===== config.mk =====
export PLATFORM = sky130hd
export DESIGN_NAME = hamming_serial_rx
export DESIGN_NICKNAME = d
export VERILOG_FILES = /design/src/rtl/hamming_pkg.sv /design/src/rtl/hamming74_correct.sv /design/src/rtl/hamming_serial_rx.sv
export SDC_FILE = /design/constraint.sdc
export NUM_CORES = 1
export LEC_CHECK = 0
export ABC_AREA = 1
export BUFFER_PORTS_ARGS = -buffer_cell sky130_fd_sc_hd__buf_2
export CORE_UTILIZATION = 40
export CTS_CLUSTER_SIZE = 24
export DETAILED_ROUTE_END_ITERATION = 8
export PLACE_DENSITY_LB_ADDON = 0.15
export SLEW_MARGIN = 30
export SYNTH_ARGS = -nofsm -noshare
export SYNTH_HDL_FRONTEND = slang
export SYNTH_HIERARCHICAL = 1
export SYNTH_SLANG_ARGS = --single-unit
export TNS_END_PERCENT = 50

===== constraint.sdc =====
create_clock -name clk -period 5.4 [get_ports clk]
set_clock_uncertainty 0.15 [all_clocks]
set_input_delay 1.08 -clock clk [delete_from_list [all_inputs] [get_ports clk]]
set_output_delay 1.08 -clock clk [all_outputs]
set_load 0.05 [all_outputs]

===== src/rtl/hamming_pkg.sv =====
// rtl/hamming_pkg.sv - Hamming(7,4) codeword layout, receiver state enum and syndrome helper
package hamming_pkg;

  localparam int CODE_W = 7;
  localparam int DATA_W = 4;
  localparam int SYN_W  = 3;

  // Codeword bit indices; 1-based Hamming position is index+1.
  localparam int P1_IDX = 0;
  localparam int P2_IDX = 1;
  localparam int D0_IDX = 2;
  localparam int P4_IDX = 3;
  localparam int D1_IDX = 4;
  localparam int D2_IDX = 5;
  localparam int D3_IDX = 6;

  typedef enum logic {
    ST_IDLE,
    ST_SHIFT
  } rx_state_t;

  function automatic logic [SYN_W-1:0] hamming_syndrome(input logic [CODE_W-1:0] code);
    logic s1, s2, s4;
    s1 = code[P1_IDX] ^ code[D0_IDX] ^ code[D1_IDX] ^ code[D3_IDX];
    s2 = code[P2_IDX] ^ code[D0_IDX] ^ code[D2_IDX] ^ code[D3_IDX];
    s4 = code[P4_IDX] ^ code[D1_IDX] ^ code[D2_IDX] ^ code[D3_IDX];
    return {s4, s2, s1};
  endfunction

endpackage


===== src/rtl/hamming74_correct.sv =====
// rtl/hamming74_correct.sv - combinational Hamming(7,4) single-error corrector
module hamming74_correct
  import hamming_pkg::*;
(
  input  logic [CODE_W-1:0] code,
  output logic [DATA_W-1:0] data,
  output logic [SYN_W-1:0]  syndrome,
  output logic              corrected
);

  logic [CODE_W-1:0] fixed;

  always_comb begin
    syndrome  = hamming_syndrome(code);
    corrected = (syndrome != '0);
    fixed     = code;
    // Syndrome is the 1-based position of the flipped bit.
    if (corrected) fixed[syndrome - 3'd1] = ~code[syndrome - 3'd1];
    data = {fixed[D3_IDX], fixed[D2_IDX], fixed[D1_IDX], fixed[D0_IDX]};
  end

endmodule


===== src/rtl/hamming_serial_rx.sv =====
// rtl/hamming_serial_rx.sv - serial Hamming(7,4) receiver; HAMMING_RX_ERRCNT_EN adds the corrected-word counter
module hamming_serial_rx
  import hamming_pkg::*;
#(
  parameter int MSB_FIRST = 0,
  parameter int CNT_W     = 8
) (
  input  logic             clk,
  input  logic             rst_n,
  input  logic             ser_bit,
  input  logic             ser_valid,
  input  logic             ser_sof,
  output logic [3:0]       dout,
  output logic             dout_valid,
  input  logic             dout_ready,
  output logic             corrected,
  output logic [2:0]       syndrome,
  output logic             overflow,
  input  logic             cnt_clr,
  output logic [CNT_W-1:0] err_count
);

  rx_state_t         state_q, state_d;
  logic [2:0]        count_q, count_d;
  logic [CODE_W-1:0] code_q, code_d;
  logic [2:0]        wire_idx, bit_idx;
  logic              capture, frame_done, load;
  logic [DATA_W-1:0] c_data;
  logic [SYN_W-1:0]  c_syn;
  logic              c_corr;

  always_comb begin
    state_d    = state_q;
    count_d    = count_q;
    code_d     = code_q;
    capture    = 1'b0;
    frame_done = 1'b0;
    wire_idx   = 3'd0;
    case (state_q)
      ST_IDLE: begin
        if (ser_valid && ser_sof) begin
          capture = 1'b1;
          count_d = 3'd1;
          state_d = ST_SHIFT;
        end
      end
      ST_SHIFT: begin
        if (ser_valid) begin
          capture = 1'b1;
          if (ser_sof) begin
            count_d = 3'd1;
          end else begin
            wire_idx = count_q;
            if (count_q == 3'd6) begin
              frame_done = 1'b1;
              count_d    = 3'd0;
              state_d    = ST_IDLE;
            end else begin
              count_d = count_q + 3'd1;
            end
          end
        end
      end
      default: state_d = ST_IDLE;
    endcase
    bit_idx = (MSB_FIRST != 0) ? (3'd6 - wire_idx) : wire_idx;
    if (capture) code_d[bit_idx] = ser_bit;
  end

  always_ff @(posedge clk or negedge rst_n) begin
    if (!rst_n) begin
      state_q <= ST_IDLE;
      count_q <= 3'd0;
      code_q  <= '0;
    end else begin
      state_q <= state_d;
      count_q <= count_d;
      code_q  <= code_d;
    end
  end

  // Correct the word including the bit captured this cycle, so it lands on the same edge.
  hamming74_correct u_correct (
    .code      (code_d),
    .data      (c_data),
    .syndrome  (c_syn),
    .corrected (c_corr)
  );

  assign load = frame_done && (!dout_valid || dout_ready);

  always_ff @(posedge clk or negedge rst_n) begin
    if (!rst_n) begin
      dout       <= 4'd0;
      dout_valid <= 1'b0;
      corrected  <= 1'b0;
      syndrome   <= 3'd0;
      overflow   <= 1'b0;
    end else begin
      if (load) begin
        dout       <= c_data;
        corrected  <= c_corr;
        syndrome   <= c_syn;
        dout_valid <= 1'b1;
      end else if (dout_valid && dout_ready) begin
        dout_valid <= 1'b0;
      end
      if (frame_done && !load) overflow <= 1'b1;
    end
  end

`ifdef HAMMING_RX_ERRCNT_EN
  always_ff @(posedge clk or negedge rst_n) begin
    if (!rst_n) begin
      err_count <= '0;
    end else if (cnt_clr) begin
      err_count <= '0;
    end else if (load && c_corr && (err_count != {CNT_W{1'b1}})) begin
      err_count <= err_count + 1'b1;
    end
  end
`else
  logic unused_cnt_clr;
  assign unused_cnt_clr = cnt_clr;
  assign err_count      = '0;
`endif

endmodule


=== Yosys cells after proc, flatten, opt, wreduce, memory -nomap -nowiden ===
Cells that the tools add are included.

* Bits in registers: 21
* Output and inout port bits: 18
* Logic and storage cells: 71
* Bits of input ports: 7

* Mux-type cells: 31
* Add/subtract/negate cells: 2
* $lt $le $gt $ge: 4
* Reductions and logical operators: 12
* Eq/ne operators: 3
* Bitwise operators: 11

{| class="wikitable"
|+ Operators with widths
! kind !! number
|-
| 3-bit two-way mux || 7
|-
| 7-bit bitwise mux || 2
|-
| 1-bit two-way mux || 14
|-
| 7-bit two-way mux || 2
|-
| 1-bit bitwise XOR || 9
|-
| 3-bit by 4-bit less-than comparator with 1-bit output, second input constant || 2
|-
| 1-bit demux with 3-bit select || 2
|-
| 3-bit by 1-bit >= comparator with 1-bit output, second input constant || 2
|-
| 1-bit logical AND || 6
|-
| 3-bit case mux with 2 select lines || 1
|-
| 2-bit inequality test, second input constant || 2
|-
| 1-bit case mux with 2 select lines || 2
|-
| 3-bit by 1-bit adder with 3-bit output, second input constant || 1
|-
| 1-bit binary-select mux with 3-bit select || 1
|-
| 3-bit equality test, second input constant || 1
|-
| 3-bit nonzero test || 1
|-
| 3-bit by 1-bit subtractor with 3-bit output, second input constant || 1
|-
| 1-bit zero test || 2
|-
| 1-bit inverter || 2
|-
| 2-bit AND reduction || 1
|-
| 2-bit nonzero test || 1
|-
| 1-bit logical OR || 1
|}

=== Longest topological paths before layout ===
* Depth after elaboration: 19
* Mapped depth: 22
* Mapped depth without buffers: 22

=== Hierarchy ===
Netlist, hierarchy kept.

{| class="wikitable"
|+ Modules (own cells, without submodules)
! module !! instances !! sequential area each (um2) !! area an instance (um2) !! cells each
|-
| hamming_serial_rx || 1 || 525.5 || 996.0 || 115
|-
| hamming74_correct || 1 || 0.0 || 384.1 || 65
|}

=== Least setup slack after synthesis ===
OpenSTA, ideal clock, no wires.

* Path type: input -> register
* Start point: input port ser_valid
* End point: register dout[1]
* Library setup time: 0.119 ns
* Buffers on the path: 0
* Setup slack: 1.454 ns
* Required time: 5.131 ns
* Arrival time: 3.677 ns
* Stages on the path: 18
* Cell sequence: nand2_2 > nor2_8 > nand4_1 > o21ai_0 > xnor2_1 > xor2_1 > ha_1 > inv_2 > nor2_1 > ha_1 > nor2_1 > inv_1 > nor2_1 > or2_2 > inv_1 > a21oi_2 > nand2_1 > nand2_1

* Word-level cells in the longest chain between the ends: 18
* Elaborated cells on any way between the ends: 37
* Those cells by class: 1 x add/sub; 4 x order compare; 17 x mux; 10 x bitwise; 5 x reduce/logical

{| class="wikitable"
|+ Ends and longest elaborated chain
! what !! line !! text
|-
| from (decl) || hamming_serial_rx.sv:11 || <nowiki>input logic ser_valid,</nowiki>
|-
| 3-bit two-way mux || hamming_serial_rx.sv:48 || <nowiki>if (ser_valid) begin</nowiki>
|-
| 3-bit two-way mux || hamming_serial_rx.sv:39 || <nowiki>case (state_q)</nowiki>
|-
| 3-bit by 4-bit less-than comparator with 1-bit output (not written as such) or 3-bit by 1-bit >= comparator with 1-bit output (tied branches) || hamming_serial_rx.sv:67 || <nowiki>if (capture) code_d[bit_idx] = ser_bit;</nowiki>
|-
| 1-bit logical AND (not written as such) || hamming_serial_rx.sv:67 ||
|-
| 1-bit two-way mux (not written as such) || hamming_serial_rx.sv:67 ||
|-
| 1-bit demux with 3-bit select || hamming_serial_rx.sv:67 ||
|-
| 7-bit bitwise mux || hamming_serial_rx.sv:67 ||
|-
| 7-bit two-way mux * || hamming_serial_rx.sv:67 ||
|-
| via code_d[2] || hamming_serial_rx.sv:25 || <nowiki>logic [CODE_W-1:0] code_q, code_d;</nowiki>
|-
| [... 3 more ...] || - ||
|-
| via c_syn[0] || hamming_serial_rx.sv:29 || <nowiki>logic [SYN_W-1:0] c_syn;</nowiki>
|-
| 3-bit by 1-bit subtractor with 3-bit output || hamming74_correct.sv:18 || <nowiki>if (corrected) fixed[syndrome - 3'd1] = ~code[syndrome - 3'd1];</nowiki>
|-
| 3-bit by 4-bit less-than comparator with 1-bit output (not written as such) or 3-bit by 1-bit >= comparator with 1-bit output (tied branches) || hamming74_correct.sv:18 ||
|-
| 1-bit logical AND (not written as such) || hamming74_correct.sv:18 ||
|-
| 1-bit two-way mux (not written as such) || hamming74_correct.sv:18 ||
|-
| 1-bit demux with 3-bit select || - ||
|-
| 7-bit bitwise mux || hamming74_correct.sv:18 ||
|-
| 7-bit two-way mux * || hamming74_correct.sv:18 ||
|-
| via c_data[1] || hamming_serial_rx.sv:28 || <nowiki>logic [DATA_W-1:0] c_data;</nowiki>
|-
| to (signal assigned) || hamming_serial_rx.sv:101 || <nowiki>dout <= c_data;</nowiki>
|-
| to (decl) || hamming_serial_rx.sv:13 || <nowiki>output logic [3:0] dout,</nowiki>
|}

The timed path passes the listed nets; every way through them passes the cells marked *. The select of a mux whose other input is x is not followed.
A chain may end at the register's enable or synchronous reset.

=== Worst setup path after layout ===
Same ends and word-level chain as after synthesis.

==> metrics.csv <==
metric,value,unit
Compound-Gate Fraction of Synth Area,7.98,%
Max clock buf depth,2,
Power Dens Cells,597,nW/µm²
average via count per standard cell,4.70,
critical path class,input port to flop,
Horiz. Die Dim,60.7,µm
clock-pin slew on the worst setup and hold paths,0.11,ns
unrepaired setup endpoints after global routing,false,
I/O Pins,25,
slowest CP cell,ha_1,
CTS tree,built,
vias,1152,
Reg-to-Reg Start,count_q[1],
MaxCap Viol Count,0,
1st-iter DRT viols,65,
Final Cycle Share,71.1,%
largest family of logic cells by synthesized area,simple AND/OR/NAND/NOR gates,
Hold EP,dout[1],
hold path start,dout[1],
Yosys cell types,25,
routed wire length,2550,µm
dpl hpwl,2000,µm
Critical Path Most Common Cell,nand2_1,
post-synth top area share,38.1,%
Clock Sink Count,21,
synthesized area,1380,µm²
clk_lat worst skew,0.29,ns
Die Ht,60.7,µm
TritonCTS Buffers,3,
DRT antenna net count,0,
cts hold-fix bufs,0,
post-synthesis mux area share,0,%
Max-slew headroom,51.0,%
die area,3690,µm²
Std-Cell Rows,20,
share of layout cells above drive strength 1,21.9,%
Post-CTS Setup Bufs,0,
worst r2r path cells,18,
setup_tns,0,ns
Final Non-Filler Cells,245,
wire per inst,10.4,µm
Cells after Synth,180,
Final Critical Period,3.84,ns
critical path peak fanout,7,
drt pass-1 iters,4,
H-tree Lvls,1,
setup violators final,0,
Crit Reg-Reg Endpoint,dout[1],
#FFs+latches synth,21,
GRT Total Usage,15.6,%
"commonest non-fill, non-tap cell in the layout",nand2_1,
syn avg cell area,7.67,µm²
Synth area leaders,"dfrtp_1 (38%), nand2_1 (16%), inv_1 (6.5%)",
Hold Crit Class,flop to flop,
vias in the first global route,1042,
GRT overflow,0,
worst-margin pin slew,0.727,ns
Setup crit end kind,flop,
CTS resizes,0,
CP required,5.45,ns
initial antenna violation count,0,
CP cell instances,"buf_2, nand2_2, nor2_8, o21ai_0, nand2_1, nand2_1, nand2_1, inv_1, xnor2_1, xor2_1, ha_1, inv_2, nor2_1, ha_1, nor2_1, inv_1, nor2_1, or2_2, inv_1, a21oi_2, nand2_1, nand2_1",
status,completed,
Nets,211,
first-pass GRT wire length,4280,µm
LEAKAGE,0.863,nW
root buffer selected by CTS,clkbuf_4,
R2R setup slack,2.05,ns
Synth Area in Simple Gates,36.4,%
Fill cells,323,
worst path buffer plus inverter count,5,
Synth area leader,dfrtp_1,
core area,3150,µm²
Worst VDD drop,0.000528,V
worst stage delay on the critical path,0.33,ns
Final Cell Area,1530,µm²
startpoint class of the critical path,input port,
"CP delay by family, top",simple AND/OR/NAND/NOR gates,
register area share after synthesis,38.1,%
WHS,0.327,ns
Synth Area in XOR/XNOR,3.81,%
GPL Wtd Cong,0.877,
# diodes,0,
Hold Path Depth,2,
Max Freq,0.261,GHz
synthesis-to-layout area growth,10.5,%
drt drc,0,
area post-placement,1500,µm²
Worst EP arrival,3.89,ns
"Slew Viols, Final",0,
Post-Synth Adder-Cell Area,1.81,%
Initial Util,43.8,%
total power,0.911,mW
most frequent cells in the layout,"nand2_1 (59), inv_1 (24), dfrtp_1 (21), buf_2 (15), o21ai_0 (12)",
largest net degree at the start of global routing,22,
Fin. Hold Viols,0,
Ys Warns,6,
port buffer count,15,
placed cells,241,
[worst register-to-register path, cell delays in order, from the launching register on]
cell,delay (ns)
dfrtp_1,0.46
o21ai_0,0.38
nand3_1,0.12
nand2_1,0.09
inv_1,0.08
xnor2_1,0.23
xor2_1,0.17
ha_1,0.31
inv_2,0.16
nor2_1,0.07
ha_1,0.33
nor2_1,0.06
inv_1,0.10
nor2_1,0.08
or2_2,0.27
inv_1,0.06
a21oi_2,0.03
nand2_1,0.06
nand2_1,0.05
[per-stage QoR]
step / setup slack [ns] / utilization [%]
floorplan: 1.45 / -
global placement: 1.35 / 47.5
detailed placement: 1.27 / 47.5
CTS: 1.58 / 48.4
global route: 1.33 / 48.4
finish: 1.56 / 48.4
[layout make-up]
cell class,count,area (µm²),area share (%)
Tap cell,44,55.1,3.61
Sequential cell,21,526,34.5
Timing Repair Buffer,18,97.6,6.40
Multi-Input combinational cell,132,721,47.3
Clock buffer,4,26.3,1.72
Inverter,26,100,6.56
[synthesized netlist by cell type (all sizes together)]
cell type and n:
nand3 9, ha 2, o211ai 1, nand2 67, nand4 5, a21oi 4
o21ai 12, or2 1, inv 26, o21bai 1, conb 1, nor2 15
xnor2 3, dfrtp 21, xor2 3, buf 8, nor3 1
[power breakdown]
part	switching, mW	internal (mW)	leakage, nW
logic	0.431	0.206	0.573
clock network	0.0440	0.0287	0.0150
registers	0.0152	0.186	0.275
total	0.490	0.421	0.863
[routing by layer]
metal / vias to the layer above / GRT usage [%] / share of wire, %
li1: 584 / - / -
met1: 540 / 20.0 / 48
met2: 26 / 26.5 / 47
met3: 2 / 1.92 / 3.6
met4: 0 / 6.82 / 1.1
met5: - / 0 / 0
[state kept, by name (all words and copies together) (netlist names)]
name	flops
syndrome	3
dout	4
dout_valid	1
count_q	3
code_q	7
overflow	1
corrected	1
state_q	1
[worst max-delay path by stage]
stage          startpoint  endpoint  slack [ns]  cells after the start
6_report        ser_valid   dout[1]        1.56                     22
5_1_grt         ser_valid   dout[1]        1.33                     22
2_1_floorplan   ser_valid   dout[1]        1.45                     18
3_5_place_dp    ser_valid   dout[1]        1.27                     22
4_1_cts         ser_valid   dout[1]        1.58                     22
3_3_place_gp    ser_valid   dout[1]        1.35                     22
[cell families after synthesis]
| kind of cell | after synthesis |
|---|---|
| other cells | 1 |
| xor+xnor | 6 |
| fa+ha+maj | 2 |
| compound gates | 18 |
| flops | 21 |
| buf+inv | 34 |
| simple gates | 98 |
No activity file was read; power rests on OpenSTA's default activity.
